$ cat src/rtl/rtc_lectura.sv
// ---------------------------------------------------------------------------
// rtc_lectura
//
// Periodic read sweeper for the RTC time/date/timer registers. It is the
// read-side partner of the user programming FSM. After every idle period it
// reads the nine registers, one at a time, through the bus-cycle engine.
// It keeps the bytes in a shadow bank. A sweep is published to the display
// path only when all nine bytes arrived as valid BCD and reading stayed
// enabled the whole time. The publish is atomic and comes with a one-cycle
// update strobe.
//
// Parameters
//   PERIOD_CYCLES   idle cycles between the end of one sweep and the next
//                   (minimum 2)
//   TIMEOUT_CYCLES  maximum cycles a request may wait for rd_ack before the
//                   sweep is abandoned (minimum 1)
//
// Ports
//   clk       system clock, all state changes on its rising edge
//   reset     synchronous, active-high reset
//   enable    sweeps permitted; low while the user is programming
//   rd_req    read request to the bus-cycle engine
//   rd_addr   RTC register address, stable while rd_req is high
//   rd_ack    engine read complete; rd_data valid in the same cycle
//   rd_data   read byte (BCD)
//   rsegr, rminr, rhorar, diar, mesr, annor, tsegr, tminr, thorar
//             published BCD values
//   update    one-cycle pulse on the cycle the published values change
//   busy      high from sweep start until commit or abort
//   err       sticky: timeout or invalid BCD seen; cleared only by reset
// ---------------------------------------------------------------------------
module rtc_lectura #(
    parameter int PERIOD_CYCLES  = 1000000,
    parameter int TIMEOUT_CYCLES = 255
) (
    input  logic       clk,
    input  logic       reset,
    input  logic       enable,
    output logic       rd_req,
    output logic [7:0] rd_addr,
    input  logic       rd_ack,
    input  logic [7:0] rd_data,
    output logic [7:0] rsegr,
    output logic [7:0] rminr,
    output logic [7:0] rhorar,
    output logic [7:0] diar,
    output logic [7:0] mesr,
    output logic [7:0] annor,
    output logic [7:0] tsegr,
    output logic [7:0] tminr,
    output logic [7:0] thorar,
    output logic       update,
    output logic       busy,
    output logic       err
);

    // The period counter only has to reach PERIOD_CYCLES-1.
    // The timeout counter only has to reach TIMEOUT_CYCLES-1.
    localparam int CNT_W = (PERIOD_CYCLES > 2) ? $clog2(PERIOD_CYCLES) : 1;
    localparam int TO_W  = (TIMEOUT_CYCLES > 2) ? $clog2(TIMEOUT_CYCLES) : 1;

    localparam logic [CNT_W-1:0] PER_LAST = CNT_W'(PERIOD_CYCLES - 1);
    localparam logic [TO_W-1:0]  TO_LAST  = TO_W'(TIMEOUT_CYCLES - 1);
    localparam logic [3:0]       LAST_IDX = 4'd8;

    typedef enum logic [2:0] {
        S_WAIT,
        S_REQ,
        S_GAP,
        S_COMMIT,
        S_ABORT
    } state_t;

    state_t           state;
    logic [CNT_W-1:0] per_cnt;
    logic [TO_W-1:0]  to_cnt;
    logic [3:0]       idx;
    logic             sweep_bad;

    logic [7:0] shadow [9];
    logic [7:0] pub    [9];

    // Register address for each sweep slot.
    // Slots 0-5 hold the clock and calendar. Slots 6-8 hold the timer.
    function automatic logic [7:0] addr_of(input logic [3:0] i);
        logic [7:0] a;
        case (i)
            4'd0:    a = 8'h21;
            4'd1:    a = 8'h22;
            4'd2:    a = 8'h23;
            4'd3:    a = 8'h24;
            4'd4:    a = 8'h25;
            4'd5:    a = 8'h26;
            4'd6:    a = 8'h41;
            4'd7:    a = 8'h42;
            default: a = 8'h43;
        endcase
        return a;
    endfunction

    // A byte is valid BCD when neither nibble exceeds 9.
    function automatic logic bcd_ok(input logic [7:0] b);
        return (b[7:4] <= 4'd9) && (b[3:0] <= 4'd9);
    endfunction

    // Shadow bank: plain data, captured only on an acknowledged request.
    // It is never published until a full sweep has refilled all nine slots.
    // That is why it needs no reset.
    always_ff @(posedge clk) begin
        if (!reset && state == S_REQ && rd_ack) begin
            shadow[idx] <= rd_data;
        end
    end

    always_ff @(posedge clk) begin
        if (reset) begin
            state     <= S_WAIT;
            per_cnt   <= '0;
            to_cnt    <= '0;
            idx       <= '0;
            sweep_bad <= 1'b0;
            rd_req    <= 1'b0;
            rd_addr   <= 8'h00;
            update    <= 1'b0;
            busy      <= 1'b0;
            err       <= 1'b0;
            // Day and month reset to 01 so the display never shows a date of 00.
            for (int i = 0; i < 9; i++) begin
                pub[i] <= (i == 3 || i == 4) ? 8'h01 : 8'h00;
            end
        end else begin
            update <= 1'b0;
            case (state)
                S_WAIT: begin
                    // The counter saturates at PER_LAST.
                    // A held-off sweep then starts on the first cycle enable is high.
                    if (per_cnt == PER_LAST) begin
                        if (enable) begin
                            state     <= S_REQ;
                            per_cnt   <= '0;
                            to_cnt    <= '0;
                            idx       <= '0;
                            sweep_bad <= 1'b0;
                            busy      <= 1'b1;
                            rd_req    <= 1'b1;
                            rd_addr   <= addr_of(4'd0);
                        end
                    end else begin
                        per_cnt <= per_cnt + CNT_W'(1);
                    end
                end

                S_REQ: begin
                    // An outstanding request is never withdrawn because of enable.
                    // It finishes here by ack or timeout. The GAP state then
                    // decides whether to abort.
                    if (rd_ack) begin
                        rd_req <= 1'b0;
                        state  <= S_GAP;
                        if (!bcd_ok(rd_data)) begin
                            err       <= 1'b1;
                            sweep_bad <= 1'b1;
                        end
                    end else if (to_cnt == TO_LAST) begin
                        err     <= 1'b1;
                        rd_req  <= 1'b0;
                        busy    <= 1'b0;
                        per_cnt <= '0;
                        state   <= S_ABORT;
                    end else begin
                        to_cnt <= to_cnt + TO_W'(1);
                    end
                end

                S_GAP: begin
                    // One mandatory idle cycle between requests.
                    if (!enable || sweep_bad) begin
                        busy  <= 1'b0;
                        state <= S_ABORT;
                    end else if (idx == LAST_IDX) begin
                        // The publish happens on this edge, together with update.
                        // The new values are therefore visible during the
                        // update cycle itself.
                        for (int i = 0; i < 9; i++) begin
                            pub[i] <= shadow[i];
                        end
                        update <= 1'b1;
                        busy   <= 1'b0;
                        state  <= S_COMMIT;
                    end else begin
                        idx     <= idx + 4'd1;
                        to_cnt  <= '0;
                        rd_req  <= 1'b1;
                        rd_addr <= addr_of(idx + 4'd1);
                        state   <= S_REQ;
                    end
                end

                S_COMMIT: begin
                    per_cnt <= '0;
                    state   <= S_WAIT;
                end

                S_ABORT: begin
                    per_cnt <= '0;
                    state   <= S_WAIT;
                end

                default: begin
                    state <= S_WAIT;
                end
            endcase
        end
    end

    assign rsegr  = pub[0];
    assign rminr  = pub[1];
    assign rhorar = pub[2];
    assign diar   = pub[3];
    assign mesr   = pub[4];
    assign annor  = pub[5];
    assign tsegr  = pub[6];
    assign tminr  = pub[7];
    assign thorar = pub[8];

endmodule

$ cat config.mk
export PLATFORM = sky130hd
export DESIGN_NAME = rtc_lectura
export DESIGN_NICKNAME = d
export VERILOG_FILES = /design/src/rtl/rtc_lectura.sv
export SDC_FILE = /design/constraint.sdc
export NUM_CORES = 1
export LEC_CHECK = 0
export ABC_AREA = 1
export CAP_MARGIN = 10
export CORE_MARGIN = 5
export CORE_UTILIZATION = 33
export CTS_CLUSTER_DIAMETER = 150
export DETAILED_ROUTE_END_ITERATION = 8
export GPL_TIMING_DRIVEN = 0
export PLACE_DENSITY = 0.51
export SYNTH_ARGS = -nofsm -noshare
export SYNTH_HDL_FRONTEND = slang
export SYNTH_SLANG_ARGS = --single-unit
$ cat constraint.sdc
create_clock -name clk -period 3.3 [get_ports clk]
set_input_delay 0.33 -clock clk [delete_from_list [all_inputs] [get_ports clk]]
set_output_delay 0.33 -clock clk [all_outputs]
set_load 0.02 [all_outputs]
==> flow_summary.json <==
{
  "rsz0062_at_grt": "false",
  "cts.sinks": 189,
  "min_from": "rd_req",
  "antenna_found_initial": 0,
  "totalPowerFinal_mw": 4.883,
  "holdBufCountCts": 0,
  "ys_warn_count": 0,
  "synth-main-ff-cell": "edfxtp_1",
  "synthTopCellsByArea": "edfxtp_1, dfxtp_1, nor2_1",
  "seq_area_frac_synth_pct": 67.43,
  "drv_slew": 0,
  "cts_resized": 0,
  "routed_wl_um": 17120,
  "grtUsageTotal_pct": 13.13,
  "diodes": 0,
  "post_cts_buffers": 0,
  "yosysUniqueCellTypes": 39,
  "num_vias": 5193,
  "synth_top_area_share_pct": 55.80,
  "area_growth_pct": 25.48,
  "yosysTopAreaCell": "edfxtp_1",
  "routedWlPerCell_um": 14.30,
  "period_share_pct": 74.73,
  "worst-setup-path-type": "reg -> reg",
  "initial_utilization_pct": 33.31,
  "grt_first_pass_wirelength_um": 27080,
  "place_hpwl_um": 11700,
  "fin_worst_skew_ns": 0.01184,
  "synthCells": 746,
  "clock.fmax_mhz": 405.5,
  "power_frac_seq_pct": 53.6,
  "finalHoldViolCount": 0,
  "crit_start": "state[1]",
  "num_io_pins": 96,
  "finalCriticalPeriod_ns": 2.466,
  "syn_area_per_cell_um2": 10.39,
  "drv_cap": 0,
  "p_int_mw": 3.769,
  "nNetsFinal": 885,
  "globalplace.congestion": 0.8333,
  "cts_buffer_depth": 2,
  "drt_iter0_drc": 336,
  "core_um2": 23260,
  "holdWs_ns": 0.4503,
  "r2r-start": "state[1]",
  "irDropWorstVdd_v": 0.0003336,
  "crit_path_max_fanout": 9,
  "layout-drive-gt1-share_pct": 9.112,
  "die_area_um2": 26650,
  "leakage_nw": 3.754,
  "async_reset_ff_share_pct": 0,
  "cts_buffers": 17,
  "drc": 0,
  "cp-endpoint": "shadow[3][3]",
  "p_sw_mw": 1.114,
  "status": "complete, no violations",
  "tightest_slew_ns": 1.221,
  "rows": 56,
  "io_buffers": 92,
  "place_area_um2": 9121,
  "worstPathRequired_ns": 3.34,
  "setup_viol": 0,
  "critical_path.startpoint_type": "register",
  "max_slew_margin_pct": 17.99,
  "grt_max_degree": 64,
  "die_w_um": 163.2,
  "netlist_area_um2": 7749,
  "design_area_um2": 9723,
  "drtAntennaViolNets": 0,
  "synth-seq-cells": 189,
  "final_common_cell": "edfxtp_1",
  "crit-reg2reg-capture": "shadow[3][3]",
  "vias_per_cell": 4.338,
  "r2r_cells": 7,
  "root_buffer": "clkbuf_16",
  "cellPowerDensity_nw_per_um2": 502.2,
  "pwr-share-comb_pct": 5.1,
  "firstDrtPassIters": 7,
  "crit_arrival_ns": 2.50,
  "clk_pin_slew_ns": 0.07,
  "rrSetupSlack_ns": 0.83,
  "first_global_vias": 4862,
  "cts_tree": "built",
  "hp-class": "reg -> reg",
  "h-tree-depth": 4,
  "clock_latency_ns": 0.43,
  "endpoint_kind": "register",
  "p_clk_share_pct": 41.3,
  "die_h_um": 163.2,
  "gr-total-overflow": 0,
  "p_sw_share_pct": 22.82,
  "layout_common_cells": "edfxtp_1, nor2_1, nand2_1, inv_1, clkdlybuf4s50_1",
  "synth-edff-count": 144
}
-- cell usage after synthesis (3+ instances only) --
master,count
nor3b_1,4
nor2_1,133
edfxtp_1,144
nand4_1,7
buf_2,9
nor2_4,4
inv_2,4
xnor2_1,3
a21oi_1,31
buf_6,3
or2_2,3
inv_1,122
nand2_2,5
nand2_1,130
nand3_1,25
ha_1,8
dfxtp_1,45
o21ai_0,21
buf_4,5
nor2_2,3
nor3_1,16
-- worst min path at each step --
stage               cells past startpoint            to
CTS                                     2    rd_addr[5]
global route                            2        rd_req
floorplan                               0  shadow[0][0]
global placement                        2    rd_addr[5]
detailed placement                      2        rd_req
finish                                  2        rd_req
-- cell families (layout without fill, tap and decap cells) --
group	count (synthesis)	after routing	share of synthesized area, %
compound gates	63	63	4.457
fa+ha+maj	8	8	1.292
simple gates	334	334	18.46
xor+xnor	5	5	0.5653
flops	189	189	67.43
other cells	1	3	0.04840
buf+inv	146	276	7.750
-- flip-flops by register name (all words and copies together), names as in the netlist --
signal / flops
pub: 72
rd_req: 1
update: 1
sweep_bad: 1
shadow: 72
rd_addr: 5
state: 3
per_cnt: 20
idx: 4
to_cnt: 8
busy: 1
err: 1
-- stage by stage --
stage | setup TNS [ns] | util [%] | cells | worst slack [ns]
2_1_floorplan | 0 | - | 748 | 0.4181
3_3_place_gp | -68.05 | 39.02 | 1159 | -0.9467
3_5_place_dp | 0 | 39.21 | 1161 | 0.5847
4_1_cts | 0 | 41.69 | 1193 | 0.7779
5_1_grt | 0 | 41.80 | 1197 | 0.6951
6_report | 0 | 41.80 | 1197 | 0.8339
-- critical path, cell delays in order, from the launching register on --
cell and delay [ns]:
dfxtp_1 0.35, inv_2 0.10, nand2_2 0.06, nor2_4 0.18, nand2_4 0.11, inv_1 0.08, nand2_1 0.19, nor3_1 0.99
-- final cells by class --
cell class	instances	area, um2
multi-input combinational	413	1943
buffer	19	123.9
fill	2317	13540
tap	319	399.1
inverter	127	476.7
timing repair buffer	98	978.4
clock buffer	17	425.4
sequential	189	5225
clock inverter	15	151.4
-- power by group through the flow --
stage | clock (mW) | combinational [mW] | sequential (mW)
finish | 2.02 | 0.250 | 2.62
global route | 2.18 | 0.265 | 2.62
CTS | 2.07 | 0.256 | 2.62
detailed placement | 0 | 0.255 | 2.67
global placement | 0 | 0.249 | 2.68
floorplan | 0 | 0.0439 | 2.73
-- layer usage --
layer  share of wire, %  vias to the layer above  global-route usage [%]
met5                  0                        -                       0
met4               0.89                        0                   3.774
met3                5.3                       15                   3.053
met2                 45                      126                   19.96
met1                 49                     2407                   18.86
li1                   -                     2645                       -
(Power assumes the default switching activity.)
